==> config.mk <==
export PLATFORM = sky130hd
export DESIGN_NAME = button_event_controller
export DESIGN_NICKNAME = d
export VERILOG_FILES = /design/src/rtl/frogger_pkg.sv /design/src/rtl/button_channel.sv /design/src/rtl/button_event_controller.sv
export SDC_FILE = /design/constraint.sdc
export NUM_CORES = 1
export LEC_CHECK = 0
export ABC_AREA = 0
export CAP_MARGIN = 20
export CORE_MARGIN = 2
export CORE_UTILIZATION = 54
export DETAILED_ROUTE_END_ITERATION = 6
export HOLD_SLACK_MARGIN = 0.05
export PLACE_DENSITY_LB_ADDON = 0.12
export SYNTH_ARGS = -nofsm -noshare
export SYNTH_HDL_FRONTEND = slang
export SYNTH_HIERARCHICAL = 1
export SYNTH_SLANG_ARGS = --single-unit
==> constraint.sdc <==
create_clock -name i_Clk -period 4.32 [get_ports i_Clk]
set_input_delay 0.864 -clock i_Clk [delete_from_list [all_inputs] [get_ports i_Clk]]
set_output_delay 0.864 -clock i_Clk [all_outputs]
set_load 0.005 [all_outputs]
==> src/rtl/frogger_pkg.sv <==
// Shared timing defaults and repeat-FSM encoding for the button event controller.
package frogger_pkg;

   localparam int DEF_NUM_BUTTONS    = 4;
   localparam int DEF_DEBOUNCE_LIMIT = 250000;    // 10 ms at 25 MHz
   localparam int DEF_REPEAT_DELAY   = 12500000;  // 500 ms at 25 MHz
   localparam int DEF_REPEAT_PERIOD  = 3125000;   // 125 ms at 25 MHz

   typedef enum logic [1:0] {
      RPT_IDLE   = 2'd0,
      RPT_DELAY  = 2'd1,
      RPT_REPEAT = 2'd2
   } rpt_state_e;

   function automatic int max_int(input int a, input int b);
      return (a > b) ? a : b;
   endfunction

endpackage

==> src/rtl/button_channel.sv <==
// One button: 2-flop synchroniser, debounce counter, press/release pulses and
// auto-repeat FSM. All outputs are registered.
module button_channel
   import frogger_pkg::*;
#(
   parameter int DEBOUNCE_LIMIT = DEF_DEBOUNCE_LIMIT,
   parameter int REPEAT_DELAY   = DEF_REPEAT_DELAY,
   parameter int REPEAT_PERIOD  = DEF_REPEAT_PERIOD
) (
   input  logic       i_Clk,
   input  logic       i_Reset,
   input  logic       i_Button,
   output logic       o_Debounced,
   output logic       o_Press,
   output logic       o_Release,
   output logic       o_Repeat,
   output rpt_state_e o_State
);

   localparam int DEB_W = $clog2(DEBOUNCE_LIMIT + 1);
   localparam int RPT_W = $clog2(max_int(REPEAT_DELAY, REPEAT_PERIOD) + 1);
   localparam logic [DEB_W-1:0] DEB_LAST    = DEB_W'(DEBOUNCE_LIMIT - 1);
   localparam logic [RPT_W-1:0] DELAY_LAST  = RPT_W'((REPEAT_DELAY > 0) ? REPEAT_DELAY - 1 : 0);
   localparam logic [RPT_W-1:0] PERIOD_LAST = RPT_W'(REPEAT_PERIOD - 1);

   logic [1:0]       sync_q, sync_d;
   logic [DEB_W-1:0] deb_cnt_q, deb_cnt_d;
   logic             debounced_q, debounced_d;
   logic             press_q, press_d;
   logic             release_q, release_d;
   logic             repeat_q, repeat_d;
   logic [RPT_W-1:0] rpt_cnt_q, rpt_cnt_d;
   rpt_state_e       state_q, state_d;

   always_comb begin
      sync_d      = {sync_q[0], i_Button};
      deb_cnt_d   = '0;
      debounced_d = debounced_q;
      press_d     = 1'b0;
      release_d   = 1'b0;
      // The counter holds the number of differing cycles already seen, so the
      // toggle lands on the DEBOUNCE_LIMIT-th one.
      if (sync_q[1] != debounced_q) begin
         if (deb_cnt_q == DEB_LAST) begin
            debounced_d = ~debounced_q;
            press_d     = ~debounced_q;
            release_d   = debounced_q;
         end else begin
            deb_cnt_d = deb_cnt_q + DEB_W'(1);
         end
      end
   end

   always_comb begin
      state_d   = state_q;
      rpt_cnt_d = rpt_cnt_q;
      repeat_d  = 1'b0;
      case (state_q)
         RPT_IDLE: begin
            if (press_d) begin
               state_d   = RPT_DELAY;
               rpt_cnt_d = '0;
               repeat_d  = 1'b1;
            end
         end
         RPT_DELAY: begin
            if (release_d) begin
               state_d   = RPT_IDLE;
               rpt_cnt_d = '0;
            end else if (REPEAT_DELAY != 0) begin
               if (rpt_cnt_q == DELAY_LAST) begin
                  state_d   = RPT_REPEAT;
                  rpt_cnt_d = '0;
                  repeat_d  = 1'b1;
               end else begin
                  rpt_cnt_d = rpt_cnt_q + RPT_W'(1);
               end
            end
         end
         RPT_REPEAT: begin
            if (release_d) begin
               state_d   = RPT_IDLE;
               rpt_cnt_d = '0;
            end else if (rpt_cnt_q == PERIOD_LAST) begin
               rpt_cnt_d = '0;
               repeat_d  = 1'b1;
            end else begin
               rpt_cnt_d = rpt_cnt_q + RPT_W'(1);
            end
         end
         default: begin
            state_d   = RPT_IDLE;
            rpt_cnt_d = '0;
         end
      endcase
   end

   always_ff @(posedge i_Clk) begin
      if (i_Reset) begin
         sync_q      <= '0;
         deb_cnt_q   <= '0;
         debounced_q <= 1'b0;
         press_q     <= 1'b0;
         release_q   <= 1'b0;
         repeat_q    <= 1'b0;
         rpt_cnt_q   <= '0;
         state_q     <= RPT_IDLE;
      end else begin
         sync_q      <= sync_d;
         deb_cnt_q   <= deb_cnt_d;
         debounced_q <= debounced_d;
         press_q     <= press_d;
         release_q   <= release_d;
         repeat_q    <= repeat_d;
         rpt_cnt_q   <= rpt_cnt_d;
         state_q     <= state_d;
      end
   end

   assign o_Debounced = debounced_q;
   assign o_Press     = press_q;
   assign o_Release   = release_q;
   assign o_Repeat    = repeat_q;
   assign o_State     = state_q;

endmodule

==> src/rtl/button_event_controller.sv <==
// Debounced multi-button front end with per-button press/release/repeat
// pulses and a one-shot chord detector.
module button_event_controller
   import frogger_pkg::*;
#(
   parameter int                     NUM_BUTTONS    = DEF_NUM_BUTTONS,
   parameter int                     DEBOUNCE_LIMIT = DEF_DEBOUNCE_LIMIT,
   parameter int                     REPEAT_DELAY   = DEF_REPEAT_DELAY,
   parameter int                     REPEAT_PERIOD  = DEF_REPEAT_PERIOD,
   parameter logic [NUM_BUTTONS-1:0] CHORD_MASK     = '1
) (
   input  logic                         i_Clk,
   input  logic                         i_Reset,
   input  logic       [NUM_BUTTONS-1:0] i_Buttons,
   output logic       [NUM_BUTTONS-1:0] o_Debounced,
   output logic       [NUM_BUTTONS-1:0] o_Press,
   output logic       [NUM_BUTTONS-1:0] o_Release,
   output logic       [NUM_BUTTONS-1:0] o_Repeat,
   output logic                         o_Chord,
   output rpt_state_e [NUM_BUTTONS-1:0] o_Rpt_State
);

   logic chord_held_q, chord_held_d;

   for (genvar g = 0; g < NUM_BUTTONS; g++) begin : g_chan
      button_channel #(
         .DEBOUNCE_LIMIT(DEBOUNCE_LIMIT),
         .REPEAT_DELAY  (REPEAT_DELAY),
         .REPEAT_PERIOD (REPEAT_PERIOD)
      ) u_chan (
         .i_Clk      (i_Clk),
         .i_Reset    (i_Reset),
         .i_Button   (i_Buttons[g]),
         .o_Debounced(o_Debounced[g]),
         .o_Press    (o_Press[g]),
         .o_Release  (o_Release[g]),
         .o_Repeat   (o_Repeat[g]),
         .o_State    (o_Rpt_State[g])
      );
   end

   // Rising edge of "chord held", aligned with the cycle the last button is accepted.
   always_comb begin
      chord_held_d = ((o_Debounced & CHORD_MASK) == CHORD_MASK);
      o_Chord      = chord_held_d & ~chord_held_q;
   end

   always_ff @(posedge i_Clk) begin
      if (i_Reset) begin
         chord_held_q <= 1'b0;
      end else begin
         chord_held_q <= chord_held_d;
      end
   end

endmodule

=== After elaboration in Yosys (flattened, before gate mapping) ===
Index checks and enable logic that the tools add are counted.

* Equal/unequal tests: 37
* Mux-type cells: 84
* $add $sub $neg: 8
* Reduce and logical (&&, ||, !) cells: 16
* Bitwise logic cells: 10

{| class="wikitable"
|+ Operator list
! cell !! number
|-
| 24-bit 2-to-1 mux || 20
|-
| 24-bit case mux with 3 select lines || 4
|-
| 24-bit by 1-bit adder with 24-bit output, second input constant || 4
|-
| 24-bit by 22-bit == test with 1-bit output, second input constant || 4
|-
| 24-bit == test, second input constant || 4
|-
| 18-bit by 1-bit adder with 18-bit output, second input constant || 4
|-
| 18-bit == test, second input constant || 4
|-
| 1-bit 2-to-1 mux || 36
|-
| 2-bit 2-to-1 mux || 16
|-
| 2-bit case mux with 3 select lines || 4
|-
| 2-bit by 1-bit != test with 1-bit output, second input constant || 8
|-
| 3-bit by 1-bit != test with 1-bit output, second input constant || 4
|-
| 1-bit case mux with 3 select lines || 4
|-
| 3-bit AND reduction || 4
|-
| 3-bit OR reduction || 4
|-
| 1-bit NOT || 9
|-
| 2-bit by 1-bit == test with 1-bit output, second input constant || 4
|-
| 2-bit == test, second input constant || 4
|-
| 2-bit zero test || 4
|-
| 2-bit AND reduction || 4
|-
| 4-bit == test, second input constant || 1
|-
| 1-bit != test || 4
|-
| 1-bit AND || 1
|}

* Output and inout bits: 25
* Bits of input ports: 6
* Logic and storage cells: 188
* Flip-flop bits (word level): 201

=== Logic depth before layout (Yosys ltp) ===
Gate-level depths: netlist of the first run.

* Depth after elaboration: 5
* Depth in mapped cells: 9
* Mapped depth without buffers: 7

=== Modules after synthesis ===
The synthesis of the first run kept the hierarchy.

{| class="wikitable"
|+ Modules (own cells, without submodules)
! module !! area an instance (um2) !! instances !! cells an instance !! sequential area each (um2)
|-
| button_channel (g_chan[0].u_chan ...) || 2612.5 || 3 || 332 || 1001.0
|-
| button_channel (g_chan[3].u_chan) || 2627.5 || 1 || 344 || 1001.0
|-
| button_event_controller || 33.8 || 1 || 4 || 20.0
|}

=== Least setup slack after synthesis of the first run ===
No wires, ideal clock.

* Path kind: reg-to-reg
* Start: reg g_chan[0].u_chan.rpt_cnt_q[4]
* End: reg g_chan[0].u_chan.rpt_cnt_q[0]
* Cell stages (with the launch flop): 10
* Data arrival time: 2081 ps
* Clock period less this slack: 2209 ps
* Required time: 4192 ps
* Setup slack: 2111 ps
* Path buffers: 3
* Library setup time: 128 ps
* Path through: dfxtp_1 > buf_2 > nor4b_1 > nand4_1 > o41ai_1 > a211oi_2 > buf_4 > buf_6 > mux2i_1 > nor2_1

* Longest elaborated chain between the ends: 4
* Elaborated cells between the ends (all ways): 7
* Classes of those cells: eq/ne (2); mux (5)

{| class="wikitable"
|+ Ends and longest elaborated chain
! what !! line !! text
|-
| from (decl) || button_channel.sv:32 || <nowiki>logic [RPT_W-1:0] rpt_cnt_q, rpt_cnt_d;</nowiki>
|-
| from (signal assigned) || button_channel.sv:115 || <nowiki>rpt_cnt_q <= rpt_cnt_d;</nowiki>
|-
| 24-bit by 22-bit == test with 1-bit output / 24-bit == test (equally long branches) || button_channel.sv:84, button_channel.sv:71 ||
|-
| 24-bit 2-to-1 mux, on equally long branches || button_channel.sv:84, button_channel.sv:71 ||
|-
| 24-bit 2-to-1 mux, on equally long branches || button_channel.sv:81, button_channel.sv:67 ||
|-
| 24-bit case mux with 3 select lines (*) || button_channel.sv:58 || <nowiki>case (state_q)</nowiki>
|}

Every way passes the cells marked *; elsewhere a longest branch is shown, timed or not.
A chain may end at the register's enable or synchronous reset.

=== Worst setup path in the final report of the first run ===
* Start: reg g_chan[2].u_chan.deb_cnt_q[5]
* End: reg g_chan[2].u_chan.rpt_cnt_q[23]

* Longest elaborated chain between the ends: 5
* Elaborated cells between the ends (all ways): 9
* Classes of those cells: eq/ne (2); mux (7)

{| class="wikitable"
|+ Ends and longest elaborated chain
! what !! line !! text
|-
| from (decl) || button_channel.sv:27 || <nowiki>logic [DEB_W-1:0] deb_cnt_q, deb_cnt_d;</nowiki>
|-
| from (signal assigned) || button_channel.sv:110 || <nowiki>deb_cnt_q <= deb_cnt_d;</nowiki>
|-
| 18-bit == test (*) || button_channel.sv:44 || <nowiki>if (deb_cnt_q == DEB_LAST) begin</nowiki>
|-
| 1-bit 2-to-1 mux || button_channel.sv:44 ||
|-
| 1-bit 2-to-1 mux || button_channel.sv:43 || <nowiki>if (sync_q[1] != debounced_q) begin</nowiki>
|-
| 24-bit 2-to-1 mux, on equally long branches || button_channel.sv:81, button_channel.sv:67 ||
|-
| 24-bit case mux with 3 select lines || button_channel.sv:58 ||
|-
| to (signal assigned) || button_channel.sv:115 ||
|-
| to (decl) || button_channel.sv:32 ||
|}

Marked as above.

==> results of run 1 <==
## power breakdown
| group | internal (mW) | switching, mW |
|---|---|---|
| logic | 0.0643 | 0.148 |
| registers | 1.86 | 0.0113 |
| clock network | 1.15 | 0.715 |
| total | 3.08 | 0.874 |
## layout by cell type (no fill, tap or decap), types with 7 or more instances in the layout
| master | count |
|---|---|
| or4_1 | 9 |
| xnor2_1 | 39 |
| nand4_1 | 51 |
| nor3_1 | 27 |
| a21oi_1 | 43 |
| nand3_1 | 140 |
| a211oi_1 | 13 |
| buf_4 | 15 |
| and4_1 | 18 |
| o211ai_1 | 12 |
| inv_1 | 41 |
| dfxtp_1 | 201 |
| clkbuf_16 | 23 |
| nor2b_1 | 20 |
| nand2_1 | 191 |
| xor2_1 | 27 |
| or3b_1 | 9 |
| nand3b_1 | 36 |
| nor2_1 | 162 |
| ha_1 | 24 |
| a31oi_1 | 75 |
| or2_2 | 7 |
| o21ai_0 | 22 |
| and3_1 | 30 |
| nor4_1 | 10 |
| clkdlybuf4s50_1 | 29 |
| nor4b_1 | 8 |
## state kept, by name, indices dropped and copies added (netlist names)
name	flops
g_chan.u_chan/rpt_cnt_q	96
g_chan.u_chan/deb_cnt_q	72
g_chan.u_chan/o_State	8
g_chan.u_chan/sync_q	8
g_chan.u_chan/o_Debounced	4
g_chan.u_chan/o_Press	4
g_chan.u_chan/o_Release	4
g_chan.u_chan/o_Repeat	4
chord_held_q	1
## metal layers
layer / track usage, % / share of wire (%)
met1: 30.03 / 49
met2: 36.79 / 45
met3: 3.099 / 3.7
met4: 4.489 / 1.8
met5: 0 / 0
## cells by family (layout without fill, tap and decap cells)
family | after synthesis | count (layout) | share of synthesized area, %
AOI/OAI and AO/OA | 199 | 199 | 12.33
xor gates and xnor gates | 66 | 66 | 5.506
adders and majority gates | 24 | 24 | 2.860
buffers and inverters | 104 | 122 | 4.243
DFF | 201 | 201 | 38.33
muxes | 3 | 3 | 0.2860
and+or+nand+nor | 747 | 747 | 36.44
## how the worst max path moves through the flow
stage / to / slack, ns
CTS: g_chan[2].u_chan/rpt_cnt_q[23] / 1.37
detailed placement: g_chan[2].u_chan/rpt_cnt_q[23] / 1.40
global placement: g_chan[2].u_chan/rpt_cnt_q[22] / 1.42
global route: g_chan[2].u_chan/rpt_cnt_q[22] / 1.17
floorplan: g_chan[0].u_chan/rpt_cnt_q[0] / 2.11
finish: g_chan[2].u_chan/rpt_cnt_q[23] / 1.38
## area by class of cell
cell class                      instances  area share (%)
Sequential cell                       201           34.41
Timing Repair Buffer                   45           3.542
Clock buffer                           32           5.553
Tap cell                              260           2.782
Clock inverter                          4          0.5992
Inverter                               41           1.316
Multi-Input combinational cell       1039           51.80
==> results.md, run 1 <==
- Status: complete, no violations
- CTS root buf: clkbuf_16
- Dominant cells by area after synthesis: dfxtp_1 38%, nand2_1 6.8%, nand3_1 6.7%
- Top delay family on crit path: simple AND/OR/NAND/NOR gates
- Minimum clock period: approximately 3 ns
- Fill count: 1694
- Leakage power total: 3.587 nW
- Crit path DAT: 3.36 ns
- Worst Hold Launch: g_chan[2].u_chan/sync_q[0]
- GRT Util Overall: 21.86%
- First-pass GRT wire length: 38.42 mm
- Slew HR: a little under half
- YS warnings: 6
- Power, Total: 3.954 mW
- Hold Crit Endpoint: g_chan[2].u_chan/sync_q[1]
- Area taken by multi-input logic gates: 0.006057 mm²
- ANT nets after route: 0
- Top-count cell post-synth: dfxtp_1
- CP required: roughly 4.7 ns
- Fin worst setup slack: 1.380 ns
- Final Skew: 0.01199 ns
- Final instance area: 0.01169 mm²
- Max IR drop VDD: 0.2889 mV
- Post-synth EDFFs: 0
- Port Buffers: 30
- CTS Hold Bufs: 0
- Clock buffer depth: 3
- R2r startpoint: g_chan[2].u_chan/deb_cnt_q[5]
- Library cells used by synthesis: 53
- Largest net degree at the start of global routing: 64
- Startpoint class of the critical path: flip-flop
- Worst Hold Class: flip-flop to flip-flop
- Syn avg cell area: a little under 8 µm²
- CP Class: flip-flop to flip-flop
- Area of the core: 0.01889 mm²
- # IOs: 31
- Worst skew pair latency: 0.50 ns
- Top cell type's share of synthesized area: 38.33%
- Worst-Margin Slew: a little under 0.8 ns
- Setup tns final: 0 ns
- Final Core Density: between 60% and 70%
- DRT iter0 DRCs: 641
- Final wirelength: 22.54 mm
- Row cnt: 50
- H-tree levels: 1
- Number of global-route vias before repair: ~8300
- Worst reg2reg setup slack: 1.38 ns
- Nature of the critical path endpoint: flip-flop
- HPWL Detailed: 14.85 mm
- Avg WL per Cell: 13.90 µm
- CP most frequent cell: buf_4
- Mapped Area: 0.01050 mm²
- WP buf/inv: 2
- Cells after synthesis: 1344
- Crit path cell chain: or4b_4 -> nor4_4 -> a41oi_2 -> buf_4 -> a211oi_2 -> buf_4 -> or3b_1 -> a31oi_1
- Sequential area share after synthesis: 38.33%
- # setup viols final: 0
- Die area: 0.02057 mm²
- R2r worst-path depth: 8
- Reg2Reg Capture Point: g_chan[2].u_chan/rpt_cnt_q[23]
- CP Max Fanout: 30
- Placed Instance Area: 0.01096 mm²
- WHS: 0.4442 ns
- Area leader, netlist: dfxtp_1
- Post-CTS Repair Setup Buffers: 0
- Final Hold Vio Count: 0
- RSZ-0062 raised after global routing: false
- Dpl ws: 1.400 ns
- Placed cells: 1585
- Die height: 143.4 µm
- Placer congestion estimate: 0.8398
- Final period util: 68.06%
- Nets@finish: 1380
- FFs w/ async S/R, synth: 0%
- # diodes: 0
- Maxcap violations: 0
- Worst setup path startpoint: g_chan[2].u_chan/deb_cnt_q[5]
- CTS tree: yes
- Fin cells: ~1600
- Grt ovf: 0
- Slew Limit Fails: 0
- Clk slew on worst S/H paths: 0.06 ns
- Top cells by instance count after synthesis: 201 x dfxtp_1, 191 x nand2_1, 162 x nor2_1
- Via density: roughly 5.7
- Worst path max stage delay: 0.56 ns
- Layout cells sized above 1: 5.727%
- Critical path depth: 8
- WHS Path Cells: 1
- Clock Sinks: 201
- Reg area: between 0.004 and 0.005 mm²
- Syn_nets: 1374
- Power per Cell Area: approximately 340 mW/mm²
- Die width: between 100 and 150 µm
- Initial Utilization: 55.57%
- Post-CTS sizing: 0
- Dominant synthesized flop cell: dfxtp_1
- CTS Buf Count: 22
- Via count: 9312
- Max Fclk: 340.1 MHz
- Initial DRT Pass Iterations: 5
- # DRC: 0
- Initial antenna violation count: 0
- Worst path slowest cell: or4b_4
- Register bit total from synthesis: 201
- Area Growth Syn to Fin: 11.38%
Power figures use the tool's default switching activity.
==> inputs of run 2 (changes only) <==
Clock period 4.32 ns to 2.74 ns, I/O delays scaled along.
==> run 2 against run 1 <==
  * Clock power up 76%
  * Non-clock buffer count rose by 10
  * Final cell count grew 0.86%
  * Clock skew shrank 0.0019 ns
  * Combinational power rose by 62%
  * Critical endpoint is now o_Chord
==> results.md, run 2 (synthesis gave the netlist of run 1 again) <==
- Status: complete, no violations
- RSZ-0062 raised after global routing: false
- CTS Hold Bufs: 0 (unchanged)
- Minimum clock period: 2.507 ns
- Avg WL per Cell: 14.08 µm (+1.3%)
- Die area: 0.02057 mm² (unchanged)
- Final period util: roughly 91%
- Nets@finish: 1391 (+0.80%)
- Final Skew: 0.01008 ns (-0.001915 ns)
- Fin worst setup slack: 0.2331 ns (-1.147 ns)
- Post-CTS Repair Setup Buffers: 0 (unchanged)
- DRT iter0 DRCs: 656 (+2.3%)
- # IOs: 31 (unchanged)
- CP required: 2.19 ns (-2.55 ns)
- Row cnt: 50 (unchanged)
- Clk pwr share: 50.0% (+2.8 points)
- Reg area: 0.004024 mm² (unchanged)
- Port Buffers: 30 (unchanged)
- WHS Path Cells: 1 (unchanged)
- Commonest non-fill, non-tap cells in the layout: 201 x dfxtp_1, 191 x nand2_1, 162 x nor2_1, 140 x nand3_1, 75 x a31oi_1
- H-tree levels: 1 (unchanged)
- Initial DRT Pass Iterations: 5 (unchanged)
- Number of flip-flops in the largest register: 96 (unchanged)
- Maxcap violations: 0 (unchanged)
- Initial Utilization: 55.57% (unchanged)
- R2r worst-path depth: 7 (-1)
- CP Max Fanout: 7 (-77%)
- Regs by FF count: g_chan.u_chan/rpt_cnt_q: 96 flops, g_chan.u_chan/deb_cnt_q: 72 flops
- Power per Cell Area: 554.8 mW/mm² (+64%)
- Max Fclk: 398.9 MHz
- Die width: 143.4 µm (unchanged)
- Clock Sinks: 201 (unchanged)
- Crit path DAT: 1.96 ns (-1.40 ns)
- Largest net degree at the start of global routing: 61 (-4.7%)
- Slew HR: 41.87% (-4.8 points)
- Area of the core: 0.01889 mm² (unchanged)
- Nature of the critical path endpoint: output port
- Clk slew on worst S/H paths: 0.06 ns (about the same)
- Top reg by flops: g_chan.u_chan/rpt_cnt_q
- Max IR drop VDD: 0.4188 mV (+45%)
- Setup tns final: 0 ns (unchanged)
- Comb power frac: 5.2% (-0.2 points)
- CTS root buf: clkbuf_16
- Worst Hold Class: flip-flop to flip-flop
- Layout cells sized above 1: 6.759% (+1.0 points)
- Via density: 5.819 (+1.4%)
- Worst skew pair latency: 0.50 ns (about the same)
- Area Growth Syn to Fin: 13.31%
- Die height: 143.4 µm (unchanged)
- Slew Limit Fails: 0 (unchanged)
- Switching power: 1.430 mW (+64%)
- Clock buffer depth: 3 (unchanged)
- Post-CTS sizing: 0 (unchanged)
- ANT nets after route: 0 (unchanged)
- HPWL Detailed: 15.06 mm (+1.4%)
- Number of global-route vias before repair: 8554 (+3.5%)
- Leakage power total: 3.692 nW (+2.9%)
- # setup viols final: 0 (unchanged)
- Worst-Margin Slew: 0.8652 ns (+0.07620 ns)
- Fin cells: 1636 (+0.86%)
- Commonest non-fill, non-tap cell in the layout: dfxtp_1
- Grt ovf: 0 (unchanged)
- Final Hold Vio Count: 0 (unchanged)
- Placer congestion estimate: 0.7990 (-4.9%)
- CP Class: flip-flop to output port
- Fill count: 1688 (-0.35%)
- # DRC: 0 (unchanged)
- Sw Ratio: 21.67% (-0.44 points)
- CTS Buf Count: 23 (+4.5%)
- First-pass GRT wire length: 39.28 mm (+2.2%)
- CTS tree: yes
- Area taken by multi-input logic gates: 0.006057 mm² (unchanged)
- Startpoint class of the critical path: flip-flop
- Placed cells: 1596 (+0.69%)
- Final wirelength: 23.04 mm (+2.2%)
- GRT Util Overall: 22.31% (+0.45 points)
- Dpl ws: 0.2693 ns (-1.131 ns)
- # diodes: 0 (unchanged)
- Seq pwr share: 44.8% (-2.6 points)
- Internal power: 5.170 mW (+68%)
- Initial antenna violation count: 0 (unchanged)
- Via count: 9520 (+2.2%)
==> run 2: cell count changes in the layout (fill, tap and decap cells not counted), sizes merged <==
cell,delta
bufinv,+2
buf,+10
clkinv,-1
clkbuf,+3
==> run 2: worst max-delay path, cell delays in order, from the launching register on <==
cell             delay, ns
dfxtp_1               0.55
nand4_1               0.26
nor2_1                0.14
clkdlybuf4s50_1       0.51
==> run 2: per-stage QoR <==
stage          hold slack, ns  total power, mW  util, %  instance area, µm²
3_3_place_gp           0.4206            3.364    58.60               11070
6_report               0.4416            6.600    62.97               11900
2_1_floorplan          0.4138            3.247        -               10500
3_5_place_dp           0.4320            3.364    58.60               11070
4_1_cts                0.4435            6.675    62.97               11900
5_1_grt                0.4686            6.813    62.97               11900
==> run 2: worst paths after layout <==
| kind | startpoint | to | slack (ns) |
|---|---|---|---|
| worst max register to register | g_chan[1].u_chan/deb_cnt_q[5] | g_chan[1].u_chan/rpt_cnt_q[22] | 0.26 |
| worst max-delay path | g_chan[0].u_chan/o_Debounced | o_Chord | 0.23 |
| worst min register to register | g_chan[2].u_chan/sync_q[0] | g_chan[2].u_chan/sync_q[1] | 0.44 |
| worst min-delay path | g_chan[2].u_chan/sync_q[0] | g_chan[2].u_chan/sync_q[1] | 0.44 |
==> run 2: routing by layer <==
metal	share of wire (%)	up-vias	track usage (%)
li1	-	4857	-
met1	49	4448	30.67
met2	45	189	37.07
met3	4.1	26	3.232
met4	1.7	0	5.315
met5	0	-	0
==> run 2: cell type report <==
type	count	area share [%]
well taps	260	2.735
clock buffers	35	5.890
flip-flops and latches	201	33.82
multi-input cells	1039	50.92
repair buffers	55	4.291
inverters	41	1.294
clock inverters	5	1.052
==> run 2: power groups by stage <==
stage	clock network, mW	registers, mW	logic (mW)
final	3.30	2.96	0.344
after global routing	3.48	2.96	0.378
after CTS	3.37	2.96	0.344
after detailed placement	0	3.02	0.342
after global placement	0	3.02	0.343
after floorplan	0	3.02	0.230
